File: src/rtl/alu_digit_serial.sv
// rtl/alu_digit_serial.sv - digit-serial ALU: WIDTH-bit op, DIGIT bits per cycle, low slice first
`timescale 1ns/1ps
module alu_digit_serial #(
    parameter int WIDTH = 8,
    parameter int DIGIT = 4
) (
    input  logic             clk,
    input  logic             reset,
    input  logic             start,
    input  logic [2:0]       op,
    input  logic [WIDTH-1:0] a,
    input  logic [WIDTH-1:0] b,
    input  logic             cin,
    output logic             busy,
    output logic             done,
    output logic [WIDTH-1:0] result,
    output logic             zero,
    output logic             neg,
    output logic             half,
    output logic             carry
);

    localparam int N  = WIDTH / DIGIT;
    localparam int KW = (N > 1) ? $clog2(N) : 1;
    localparam logic [KW-1:0] K_LAST = KW'(N - 1);

    typedef enum logic {IDLE, RUN} state_t;

    state_t           state;
    logic [WIDTH-1:0] a_hold;
    logic [WIDTH-1:0] a_sh;
    logic [WIDTH-1:0] b_sh;
    logic [WIDTH-1:0] work;
    logic [2:0]       op_r;
    logic             chain;
    logic             half_w;
    logic [KW-1:0]    k;

    logic [DIGIT-1:0] a_k;
    logic [DIGIT-1:0] b_k;
    logic [DIGIT-1:0] slice;
    logic [DIGIT:0]   sum;
    logic [DIGIT:0]   diff;
    logic             cout;
    logic             is_sub;
    logic             half_next;
    logic [WIDTH-1:0] work_next;

    always_comb begin
        a_k    = a_sh[DIGIT-1:0];
        b_k    = b_sh[DIGIT-1:0];
        sum    = {1'b0, a_k} + {1'b0, b_k} + {{DIGIT{1'b0}}, chain};
        diff   = {1'b0, a_k} - {1'b0, b_k} - {{DIGIT{1'b0}}, chain};
        is_sub = (op_r == 3'd2) || (op_r == 3'd3) || (op_r == 3'd7);
        slice  = sum[DIGIT-1:0];
        cout   = sum[DIGIT];
        case (op_r)
            3'd2, 3'd3, 3'd7: begin slice = diff[DIGIT-1:0]; cout = diff[DIGIT]; end
            3'd4:             begin slice = a_k & b_k;       cout = 1'b0;        end
            3'd5:             begin slice = a_k ^ b_k;       cout = 1'b0;        end
            3'd6:             begin slice = a_k | b_k;       cout = 1'b0;        end
            default:          ;
        endcase
        // New slice enters at the top so the low slice ends at bit 0 after N shifts
        work_next = (work >> DIGIT) | (WIDTH'(slice) << (WIDTH - DIGIT));
        half_next = (k == '0) ? ((op_r == 3'd4) ? 1'b1 : cout) : half_w;
    end

    always_ff @(posedge clk or posedge reset) begin
        if (reset) begin
            state  <= IDLE;
            a_hold <= '0;
            a_sh   <= '0;
            b_sh   <= '0;
            work   <= '0;
            op_r   <= '0;
            chain  <= 1'b0;
            half_w <= 1'b0;
            k      <= '0;
            busy   <= 1'b0;
            done   <= 1'b0;
            result <= '0;
            zero   <= 1'b0;
            neg    <= 1'b0;
            half   <= 1'b0;
            carry  <= 1'b0;
        end else begin
            done <= 1'b0;
            case (state)
                IDLE: begin
                    if (start) begin
                        a_hold <= a;
                        a_sh   <= a;
                        b_sh   <= b;
                        op_r   <= op;
                        chain  <= (op == 3'd1 || op == 3'd3) ? cin : 1'b0;
                        k      <= '0;
                        work   <= '0;
                        busy   <= 1'b1;
                        state  <= RUN;
                    end
                end
                RUN: begin
                    a_sh   <= a_sh >> DIGIT;
                    b_sh   <= b_sh >> DIGIT;
                    work   <= work_next;
                    chain  <= cout;
                    half_w <= half_next;
                    k      <= k + 1'b1;
                    if (k == K_LAST) begin
                        state  <= IDLE;
                        busy   <= 1'b0;
                        done   <= 1'b1;
                        result <= (op_r == 3'd7) ? a_hold : work_next;
                        zero   <= (work_next == '0);
                        neg    <= is_sub;
                        half   <= half_next;
                        carry  <= cout;
                    end
                end
                default: state <= IDLE;
            endcase
        end
    end

endmodule
File: config.mk
export PLATFORM = sky130hd
export DESIGN_NAME = alu_digit_serial
export DESIGN_NICKNAME = d
export VERILOG_FILES = /design/src/rtl/alu_digit_serial.sv
export SDC_FILE = /design/constraint.sdc
export NUM_CORES = 1
export LEC_CHECK = 0
export BUFFER_PORTS_ARGS = -buffer_cell sky130_fd_sc_hd__buf_2
export CORE_MARGIN = 2
export CORE_UTILIZATION = 26
export CTS_BUF_LIST = sky130_fd_sc_hd__clkbuf_4 sky130_fd_sc_hd__clkbuf_8
export CTS_CLUSTER_SIZE = 16
export DETAILED_ROUTE_END_ITERATION = 8
export PLACE_DENSITY_LB_ADDON = 0.08
export SYNTH_ARGS = -nofsm -noshare
export SYNTH_HDL_FRONTEND = slang
export SYNTH_SLANG_ARGS = --single-unit
File: constraint.sdc
create_clock -name clk -period 3.7 [get_ports clk]
set_input_delay 0.37 -clock clk [delete_from_list [all_inputs] [get_ports clk]]
set_output_delay 0.37 -clock clk [all_outputs]
set_load 0.01 [all_outputs]
==> run metrics <==
number of diodes=0; CP dominant cell by count=inv_1; max cap viols=0; peak supply drop=about 290 uV; Num CTS Buffers=5; Reg area=~0.0012 mm^2; crit-path cells=inv_1 -> fa_1 -> inv_1 -> ha_1 -> o21a_1 -> o31ai_1 -> nand2b_1 -> xnor2_1 -> a21oi_1 -> a22oi_1; fmax=385 MHz; Final Max Slew Viols=0; dpl hpwl=4690 um; area grow syn2layout=13.7%; worst rel slew slack=0.377; number of global-route vias before repair=~1900; FP Rows=37; setup ws final=1.10 ns; Pwr Density=929 mW/mm^2; post-synth top area share=0.456; cts hold-fix bufs=0; number of synthesized flops with an enable pin=0; initial core utilization=0.264; Post-CTS Setup Repair Bufs=0; Die H=106 um; CTS clk-pin slew, worst paths=0.09 ns; Synth top cells by count=49 x dfrtp_1, 36 x nand2_1, 22 x nor2_1; Die Wd=106 um; most frequent cell after synthesis=dfrtp_1; core area=0.0102 mm^2; CTS tree=built; Final Hold Vio Count=0; crit share post-route=0.702; critical path's largest stage delay=approximately 0.51 ns; area of the mapped netlist=roughly 0.0027 mm^2; Cell variety after synth=44; Setup WS pre-CTS=1.11 ns; drt wl/cell=15.2 um; Die ar.=0.0112 mm^2; Synth area leaders=dfrtp_1 46%, mux2i_1 6.7%, ha_1 6.5%; Yosys top cell by area=dfrtp_1; Fill cells=~1100; I/O Pins=37; Worst Path Max Fanout=4; syn_nets=312; share of layout cells above drive strength 1=0.216; Finished Cell Area=0.00306 mm^2; Critical Path Sink Type=register; final total power=0.00284 W; placed instance area=0.00299 mm^2; Worst setup SP type=register; footprint of the multi-input gates=0.00131 mm^2; grt total ovfl=0; worst slew pin tran=0.933 ns; crit path DAT=2.76 ns; Longest Clk Path Bufs=2; CP delay by family, top=compound AO/OA/AOI/OAI gates; global-route wire length before repair=10900 um; final wirelength=6640 um; CTS H-tree depth=2; Hold Path Class=input pin to asynchronous set/reset pin; Clk Latency, worst-skew pair=0.30 ns; yosys warns=0; GRT Overall Usage=0.126; critical path type=register to register; RD Place Congestion=approximately 0.74; worst clock skew=roughly 0.0067 ns; Pleak=1.44 nW; synthesized area per cell=between 9 and 10 um^2; initial antenna violation count=0; Crit-path slowest cell=fa_1; Tmin final=2.60 ns; setup_tns=0 ns; Crit. Startpoint=b_sh[0]; R2R Path Start=b_sh[0]; worst path required time=3.86 ns; Vias=1930; Async SR Flop Fraction=1.00; Synth Instances=272; Final setup viols=0; RSZ-0062 raised after global routing=no; Via density=4.42; Root Buffer=clkbuf_8; port bufs=36; status=finished clean; drt first pass iters=5; Seq/Total Area, Yosys=0.456; DRT antenna net count=0; number of remaining DRC errors=0; post_cts resized=0; largest net degree at the start of global routing=43; CP bufs+invs=2; clock sinks=49; Yosys reg bits=49; Post-synth top flop=dfrtp_1; Starting DRT DRC Count=91; Final #Nets=342
-- worst register-to-register path, cell delays in order, from the launching register on --
cell and delay, ns:
dfrtp_1 0.43, inv_1 0.10, fa_1 0.51, inv_1 0.06
ha_1 0.17, o21a_1 0.20, o31ai_1 0.28, nand2b_1 0.11
xnor2_1 0.13, a21oi_1 0.34, a22oi_1 0.12
-- path summary, 6_finish.rpt --
| kind | to | slack (ns) | cells past startpoint |
|---|---|---|---|
| min in group clk | op_r[1] | 0.30 | 2 |
| min reg2reg | neg | 0.48 | 2 |
| max | half_w | 1.10 | 10 |
| min | a_sh[7] | 0.28 | 2 |
| max reg2reg | half_w | 1.10 | 10 |
| max in group asynchronous | a_hold[4] | 2.75 | 3 |
-- power breakdown --
| part | internal (W) | switching, W |
|---|---|---|
| Clock | 0.000125 | 0.000176 |
| Combinational | 0.000652 | 0.000856 |
| Sequential | 0.000781 | 0.000253 |
-- flip-flops by register name (all words and copies together) (netlist names) --
signal	cells
state	1
op_r	3
chain	1
half_w	1
result	8
neg	1
busy	1
k	1
half	1
carry	1
zero	1
work	4
done	1
a_sh	8
a_hold	8
b_sh	8
-- per-stage QoR --
stage / hold slack [ns] / std cells / utilization
3_3_place_gp: 0.459 / 431 / 0.293
4_1_cts: 0.297 / 437 / 0.300
2_1_floorplan: 0.451 / 272 / -
6_report: 0.277 / 437 / 0.300
3_5_place_dp: 0.466 / 431 / 0.293
5_1_grt: 0.293 / 437 / 0.300
-- metal layers --
metal,routed length [um],vias to the layer above,part of all wire,GRT usage
met5,0,-,0,0
met4,17,0,0.0026,0.0282
met3,217,2,0.033,0.0247
met2,2930,36,0.44,0.185
met1,3480,916,0.52,0.189
li1,-,976,-,-
-- cell families (layout without fill, tap and decap cells) --
kind of cell	after synthesis	in the layout	share of synthesized area
adder cells (fa/ha/maj)	17	17	0.0874
AO/OA/AOI/OAI	51	51	0.119
multiplexers	29	29	0.113
buffers and inverters	36	65	0.0567
XOR/XNOR	3	3	0.00976
AND/OR/NAND/NOR	87	87	0.158
flip-flops	49	49	0.456
-- layout make-up --
| type | instances | share of cell area |
|---|---|---|
| well taps | 136 | 0.0556 |
| multi-input cells | 187 | 0.429 |
| repair buffers | 39 | 0.0662 |
| clock inverters | 1 | 0.00164 |
| flip-flops and latches | 49 | 0.401 |
| inverters | 20 | 0.0245 |
| clock buffers | 5 | 0.0225 |
-- cell usage in the layout, fill, tap and decap left out, types with 2 or more instances in the layout --
| cell type | n |
|---|---|
| dfrtp_1 | 49 |
| nand2_1 | 36 |
| buf_2 | 36 |
| nor2_1 | 22 |
| inv_1 | 19 |
| mux2i_1 | 18 |
| a21oi_1 | 14 |
| ha_1 | 14 |
| nand2b_1 | 11 |
| mux2_2 | 11 |
| o21ai_0 | 11 |
| o21ai_1 | 7 |
| a31oi_1 | 5 |
| clkbuf_8 | 5 |
| xnor2_1 | 3 |
| a22oi_1 | 3 |
| nor3_1 | 3 |
| fa_1 | 3 |
| buf_4 | 3 |
| o22ai_1 | 2 |
| a211oi_2 | 2 |
No activity file was read; power rests on OpenSTA's default activity.
